## config.mk

```make
export PLATFORM = sky130hd
export DESIGN_NAME = prog_loader
export DESIGN_NICKNAME = d
export VERILOG_FILES = /design/src/rtl/ins_pkg.sv /design/src/rtl/word_packer.sv /design/src/rtl/prog_loader.sv
export SDC_FILE = /design/constraint.sdc
export NUM_CORES = 1
export LEC_CHECK = 0
export CELL_PAD_IN_SITES_DETAIL_PLACEMENT = 1
export CELL_PAD_IN_SITES_GLOBAL_PLACEMENT = 2
export CORE_MARGIN = 5
export CORE_UTILIZATION = 29
export CTS_BUF_LIST = sky130_fd_sc_hd__clkbuf_4
export CTS_CLUSTER_SIZE = 20
export DETAILED_ROUTE_END_ITERATION = 8
export GPL_ROUTABILITY_DRIVEN = 0
export GPL_TIMING_DRIVEN = 0
export PLACE_DENSITY = 0.79
export RECOVER_POWER = 100
export SKIP_CTS_REPAIR_TIMING = 1
export SYNTH_ARGS = -nofsm -noshare
export SYNTH_HDL_FRONTEND = slang
export SYNTH_SLANG_ARGS = --single-unit
export TNS_END_PERCENT = 1
```

## constraint.sdc

```tcl
create_clock -name clk -period 1.9 [get_ports clk]
set_input_delay 0.38 -clock clk [delete_from_list [all_inputs] [get_ports clk]]
set_output_delay 0.38 -clock clk [all_outputs]
set_load 0.01 [all_outputs]
```

## src/rtl/ins_pkg.sv

```systemverilog
// Instruction-format constants and loader state type shared by the loader and the decoder.
package ins_pkg;

  localparam int unsigned OPC_W  = 5;
  localparam int unsigned ADDR_W = 11;
  localparam int unsigned DATA_W = 16;

  localparam logic [OPC_W-1:0] OP_HLT  = 5'b00000;
  localparam logic [OPC_W-1:0] OP_STO  = 5'b00001;
  localparam logic [OPC_W-1:0] OP_LD   = 5'b00010;
  localparam logic [OPC_W-1:0] OP_LDI  = 5'b00011;
  localparam logic [OPC_W-1:0] OP_ADD  = 5'b00100;
  localparam logic [OPC_W-1:0] OP_ADDI = 5'b00101;
  localparam logic [OPC_W-1:0] OP_SUB  = 5'b00110;
  localparam logic [OPC_W-1:0] OP_SUBI = 5'b00111;

  typedef enum logic [2:0] {
    StIdle,
    StWaitHi,
    StWaitLo,
    StWrite,
    StDone,
    StError
  } state_e;

  function automatic logic opc_defined(input logic [OPC_W-1:0] opc);
    return opc <= OP_SUBI;
  endfunction

endpackage

```

## src/rtl/word_packer.sv

```systemverilog
// Byte-pair packer: captures high then low byte and presents the 16-bit instruction word.
module word_packer
  import ins_pkg::*;
(
  input  logic              clk,
  input  logic              rst_n,
  input  logic              want_hi_i,
  input  logic              want_lo_i,
  input  logic [7:0]        rx_data_i,
  input  logic              rx_valid_i,
  output logic              hi_acc_o,
  output logic              word_valid_o,
  output logic [DATA_W-1:0] word_o
);

  logic [7:0] hi_q, hi_d;
  logic [7:0] lo_q, lo_d;

  always_comb begin
    hi_acc_o     = rx_valid_i & want_hi_i;
    word_valid_o = rx_valid_i & want_lo_i;
    hi_d         = hi_acc_o ? rx_data_i : hi_q;
    lo_d         = word_valid_o ? rx_data_i : lo_q;
    word_o       = {hi_q, lo_q};
  end

  always_ff @(posedge clk or negedge rst_n) begin
    if (!rst_n) begin
      hi_q <= '0;
      lo_q <= '0;
    end else begin
      hi_q <= hi_d;
      lo_q <= lo_d;
    end
  end

endmodule

```

## src/rtl/prog_loader.sv

```systemverilog
// Program loader: packs a byte stream into instruction words, writes program memory, releases CPU.
// Optional build macro PROG_LOADER_OPCHECK_EN rejects opcodes above OP_SUBI instead of writing them.
module prog_loader #(
  parameter int unsigned ADDR_W = 11,
  parameter int unsigned DATA_W = 16,
  parameter int unsigned OPC_W  = 5
) (
  input  logic              clk,
  input  logic              rst_n,
  input  logic              start_i,
  input  logic [7:0]        rx_data_i,
  input  logic              rx_valid_i,
  output logic              rx_ready_o,
  output logic              pm_we_o,
  output logic [ADDR_W-1:0] pm_addr_o,
  output logic [DATA_W-1:0] pm_wdata_o,
  output logic              cpu_run_o,
  output logic              busy_o,
  output logic              err_o,
  output logic [ADDR_W:0]   word_cnt_o
);

  import ins_pkg::*;

  localparam logic [ADDR_W-1:0] AddrMax = '1;
  localparam logic [ADDR_W:0]   CntMax  = {1'b1, {ADDR_W{1'b0}}};

  state_e            state_q, state_d;
  logic [ADDR_W-1:0] addr_q, addr_d;
  logic [ADDR_W:0]   cnt_q, cnt_d;
  logic              rx_ready_q, rx_ready_d;
  logic              pm_we_q, pm_we_d;
  logic              cpu_run_q, cpu_run_d;
  logic              busy_q, busy_d;
  logic              err_q, err_d;

  logic              hi_acc;
  logic              word_valid;
  logic [DATA_W-1:0] word;
  logic [OPC_W-1:0]  opc;
  logic              is_hlt;
  logic              opc_bad;

  word_packer u_word_packer (
    .clk          (clk),
    .rst_n        (rst_n),
    .want_hi_i    (state_q == StWaitHi),
    .want_lo_i    (state_q == StWaitLo),
    .rx_data_i    (rx_data_i),
    .rx_valid_i   (rx_valid_i),
    .hi_acc_o     (hi_acc),
    .word_valid_o (word_valid),
    .word_o       (word)
  );

  // Opcode is stable from the high-byte accept onward, so it can gate pm_we entering WRITE.
  always_comb begin
    opc    = word[DATA_W-1 -: OPC_W];
    is_hlt = (opc == OP_HLT);
`ifdef PROG_LOADER_OPCHECK_EN
    opc_bad = !opc_defined(opc);
`else
    opc_bad = 1'b0;
`endif
  end

  always_ff @(posedge clk or negedge rst_n) begin
    if (!rst_n) begin
      state_q <= StIdle;
    end else begin
      state_q <= state_d;
    end
  end

  always_comb begin
    state_d = state_q;
    addr_d  = addr_q;
    cnt_d   = cnt_q;
    unique case (state_q)
      StIdle, StDone, StError: begin
        if (start_i) begin
          state_d = StWaitHi;
          addr_d  = '0;
          cnt_d   = '0;
        end
      end
      StWaitHi: if (hi_acc) state_d = StWaitLo;
      StWaitLo: if (word_valid) state_d = StWrite;
      StWrite: begin
        if (opc_bad) begin
          state_d = StError;
        end else begin
          // Address and count saturate rather than wrap.
          if (addr_q != AddrMax) addr_d = addr_q + 1'b1;
          if (cnt_q != CntMax) cnt_d = cnt_q + 1'b1;
          if (is_hlt) begin
            state_d = StDone;
          end else if (addr_q == AddrMax) begin
            state_d = StError;
          end else begin
            state_d = StWaitHi;
          end
        end
      end
      default: state_d = StIdle;
    endcase
  end

  // Outputs are decoded from the next state and registered.
  always_comb begin
    rx_ready_d = state_d inside {StWaitHi, StWaitLo};
    busy_d     = state_d inside {StWaitHi, StWaitLo, StWrite};
    pm_we_d    = (state_d == StWrite) & ~opc_bad;
    cpu_run_d  = (state_d == StDone);
    err_d      = (state_d == StError);
  end

  always_ff @(posedge clk or negedge rst_n) begin
    if (!rst_n) begin
      addr_q     <= '0;
      cnt_q      <= '0;
      rx_ready_q <= 1'b0;
      pm_we_q    <= 1'b0;
      cpu_run_q  <= 1'b0;
      busy_q     <= 1'b0;
      err_q      <= 1'b0;
    end else begin
      addr_q     <= addr_d;
      cnt_q      <= cnt_d;
      rx_ready_q <= rx_ready_d;
      pm_we_q    <= pm_we_d;
      cpu_run_q  <= cpu_run_d;
      busy_q     <= busy_d;
      err_q      <= err_d;
    end
  end

  assign rx_ready_o = rx_ready_q;
  assign pm_we_o    = pm_we_q;
  assign pm_addr_o  = addr_q;
  assign pm_wdata_o = word;
  assign cpu_run_o  = cpu_run_q;
  assign busy_o     = busy_q;
  assign err_o      = err_q;
  assign word_cnt_o = cnt_q;

endmodule

```

==> results.json <==
{
  "status": "complete, but fails checks",
  "violations": "negative setup slack",
  "register_area_um2": 1190,
  "max-clock-path-buffers": 2,
  "power_density_nw_per_um2": 1160,
  "die_x_um": 99.2,
  "final.setup.tns_ns": -0.173,
  "reg2reg_slack_ns": -0.06,
  "ioPinCount": 56,
  "ant_nets": 0,
  "clkLatencyLatePin_ns": 0.37,
  "antenna_cells": 0,
  "peakVddDrop_v": 0.000578,
  "synthCells": 212,
  "drive_gt1_share_pct": 21.9,
  "clkSlewWorstSetupHoldPaths_ns": 0.16,
  "p_int_mw": 2.34,
  "grt_overflow_total": 0,
  "multiInputGateArea_um2": 1090,
  "viasPerCell": 5.08,
  "final_max_slew_viol_count": 0,
  "area_growth_pct": 36.9,
  "grt_pass1_vias": 2040,
  "clock.fmax_ghz": 0.509,
  "synth.area.top_cells": "dfrtp_1 51%, mux2_2 7.3%, a21oi_1 3.3%",
  "dr.pass1.iters": 4,
  "drt-initial-drc-count": 54,
  "core_um2": 7730,
  "synth_area_per_cell_um2": 10.9,
  "row_count": 32,
  "fin_nets": 293,
  "drv_cap": 0,
  "switching_share_pct": 36.2,
  "fin_util_pct": 40.9,
  "yosysWarnings": 0,
  "path_cells": "or4_4 > or4_4 > a311oi_2 > a41o_1",
  "dp_hpwl_mm": 4.44,
  "critPathBufInv": 0,
  "port_buffers": 55,
  "cts_sinks": 47,
  "start_util_pct": 29.9,
  "critPathKind": "reg -> reg",
  "drt_wl_total_mm": 6.12,
  "ys_async_sr_fraction_pct": 100,
  "critPathTopFamily": "simple AND/OR/NAND/NOR gates",
  "die_h_um": 99.2,
  "rr_endpoint": "word_cnt_o[10]",
  "fin_skew_ns": 0.0156,
  "slowest_delay_ns": 0.56,
  "ff2ff_path_depth": 4,
  "period_needed_ns": 1.96,
  "fillers": 859,
  "synth_cell_types": 45,
  "h-tree-depth": 2,
  "cp_slowest_cell": "or4_4",
  "grt_use_total_pct": 12.8,
  "path_max_fanout": 5,
  "worst_slew_pin_slew_ns": 0.756,
  "clock-root-buffer": "clkbuf_4",
  "max-slew-margin-rel_pct": 49.3,
  "synth_ff_type": "dfrtp_1",
  "grt_antenna_before_repair": 0,
  "numCtsBuffers": 5,
  "synth_area_um2": 2310,
  "die-area_um2": 9840,
  "p_total_mw": 3.67,
  "finalWorstSetupSlack_ns": -0.0646,
  "synth_edf_count": 0,
  "pwr-share-seq_pct": 40.3,
  "grt_setup_unrepaired": "yes",
  "start_kind": "flip-flop",
  "post-place-ws_ns": -0.484,
  "hold_path.class": "in -> async",
  "setup_viol": 6,
  "finalCritPeriodShare_pct": 103,
  "drt-wirelength-per-cell_um": 16.1,
  "cts_tree": "done",
  "dr_total_vias": 1936,
  "crit_path_frequent_cell": "or4_4",
  "reg2reg_from": "word_cnt_o[8]",
  "synth_seq_cells": 47,
  "seq_area_frac_synth_pct": 51.0,
  "p_sw_mw": 1.33,
  "crit_arrival_ns": 2.27,
  "required_ns": 2.21,
  "endpoint_kind": "flip-flop",
  "synth.net_count": 227,
  "combPwrFrac_pct": 42.6,
  "clkPwrFrac_pct": 17.1,
  "p_leak_nw": 1.29,
  "grt_pass1_wl_mm": 10.3,
  "synth_top_cell_area_share_pct": 51.0,
  "grt_max_degree": 38,
  "finalHoldViolCount": 0,
  "drc": 0,
  "yosysTopAreaCell": "dfrtp_1"
}
-- power groups by stage --
| stage | combinational (mW) | sequential [mW] | clock, mW |
|---|---|---|---|
| after detailed placement | 1.63 | 1.50 | 0 |
| final | 1.56 | 1.48 | 0.627 |
| after global routing | 1.73 | 1.53 | 0.682 |
| after CTS | 1.64 | 1.49 | 0.650 |
| after global placement | 1.61 | 1.49 | 0 |
| after floorplan | 0.743 | 1.59 | 0 |
-- cell families after synthesis --
family                   share of synthesized area (%)
AO/OA/AOI/OAI                                     12.3
XOR/XNOR                                          1.14
adder cells (fa/ha/maj)                           1.63
buffers and inverters                             3.47
flip-flops                                        51.0
multiplexers                                      9.49
AND/OR/NAND/NOR                                   21.0
-- routing by layer --
metal	part of all wire, %	vias up	global-route usage [%]	wire length [µm]
li1	-	919	-	-
met1	45	970	15.7	2740
met2	47	42	21.4	2880
met3	7.2	5	4.49	440
met4	1.0	0	3.15	63
met5	0	-	0	0
-- worst register-to-register path: cells and delay by family, from the launching register on --
kind / cells / cell delay, ns
AOI/OAI and AO/OA: 2 / 0.34
and+or+nand+nor: 2 / 1.11
DFF: 1 / 0.48
-- cells in the final DEF, fill, tap and decap left out, types with 2 or more instances in the layout --
cell type | Yosys | layout
dfrtp_1 | 47 | 38
clkdlybuf4s50_1 | 0 | 28
dlygate4sd3_1 | 0 | 27
nand2_1 | 17 | 17
mux2_2 | 15 | 15
a21oi_1 | 15 | 13
or4_1 | 9 | 9
dfrtp_2 | 0 | 9
inv_1 | 8 | 8
o31ai_1 | 9 | 8
nand3_1 | 8 | 7
nand2b_1 | 6 | 6
nor2_1 | 6 | 6
clkbuf_4 | 1 | 6
o21ai_0 | 6 | 5
mux2i_1 | 5 | 5
nor4_1 | 6 | 4
nand4_1 | 4 | 4
nor3_1 | 5 | 4
or4_4 | 4 | 4
buf_6 | 1 | 3
clkbuf_1 | 5 | 3
and3_1 | 3 | 3
clkbuf_2 | 0 | 3
buf_4 | 1 | 3
ha_1 | 3 | 3
nand3b_1 | 2 | 2
o22ai_1 | 2 | 2
nor3_2 | 2 | 2
xnor2_1 | 2 | 2
a21oi_2 | 0 | 2
nor4_2 | 0 | 2
o211ai_1 | 2 | 2
-- cell usage after synthesis, types with 5 or more instances --
cell,instances
dfrtp_1,47
nand2_1,17
a21oi_1,15
mux2_2,15
o31ai_1,9
or4_1,9
inv_1,8
nand3_1,8
nand2b_1,6
nor2_1,6
nor4_1,6
o21ai_0,6
clkbuf_1,5
mux2i_1,5
nor3_1,5
-- metrics by stage --
stage | hold slack, ns | area [µm²] | std cells
2_1_floorplan | 0.0844 | 2310 | 212
3_3_place_gp | 0.489 | 2990 | 369
3_5_place_dp | 0.287 | 3000 | 370
4_1_cts | -0.137 | 3080 | 378
5_1_grt | 0.549 | 3160 | 381
6_report | 0.516 | 3160 | 381
-- layout make-up --
cell class / count / share of cell area (%)
Sequential cell: 47 / 37.6
Multi-Input combinational cell: 148 / 34.6
Timing Repair Buffer: 59 / 18.3
Tap cell: 102 / 4.04
Buffer: 9 / 2.02
Clock inverter: 3 / 1.39
Clock buffer: 5 / 1.19
Inverter: 8 / 0.950
-- how the worst max path moves through the flow --
stage,startpoint,to,cells past startpoint
after floorplan,word_cnt_o[9],word_cnt_o[1],3
after global placement,rst_n,word_cnt_o[8],1
after detailed placement,pm_addr_o[0],err_o,5
after CTS,pm_addr_o[0],err_o,5
after global routing,state_q[2],u_word_packer.hi_q[2],4
final,word_cnt_o[8],word_cnt_o[10],4
-- flip-flops by register name (all words and copies together) (netlist names) --
register and cells:
busy_o 1, cpu_run_o 1, err_o 1, pm_addr_o 11, pm_we_o 1, rx_ready_o 1, state_q 3, u_word_packer.hi_q 8
u_word_packer.lo_q 8, word_cnt_o 12
Note: power is estimated with default switching activity, not from simulation.
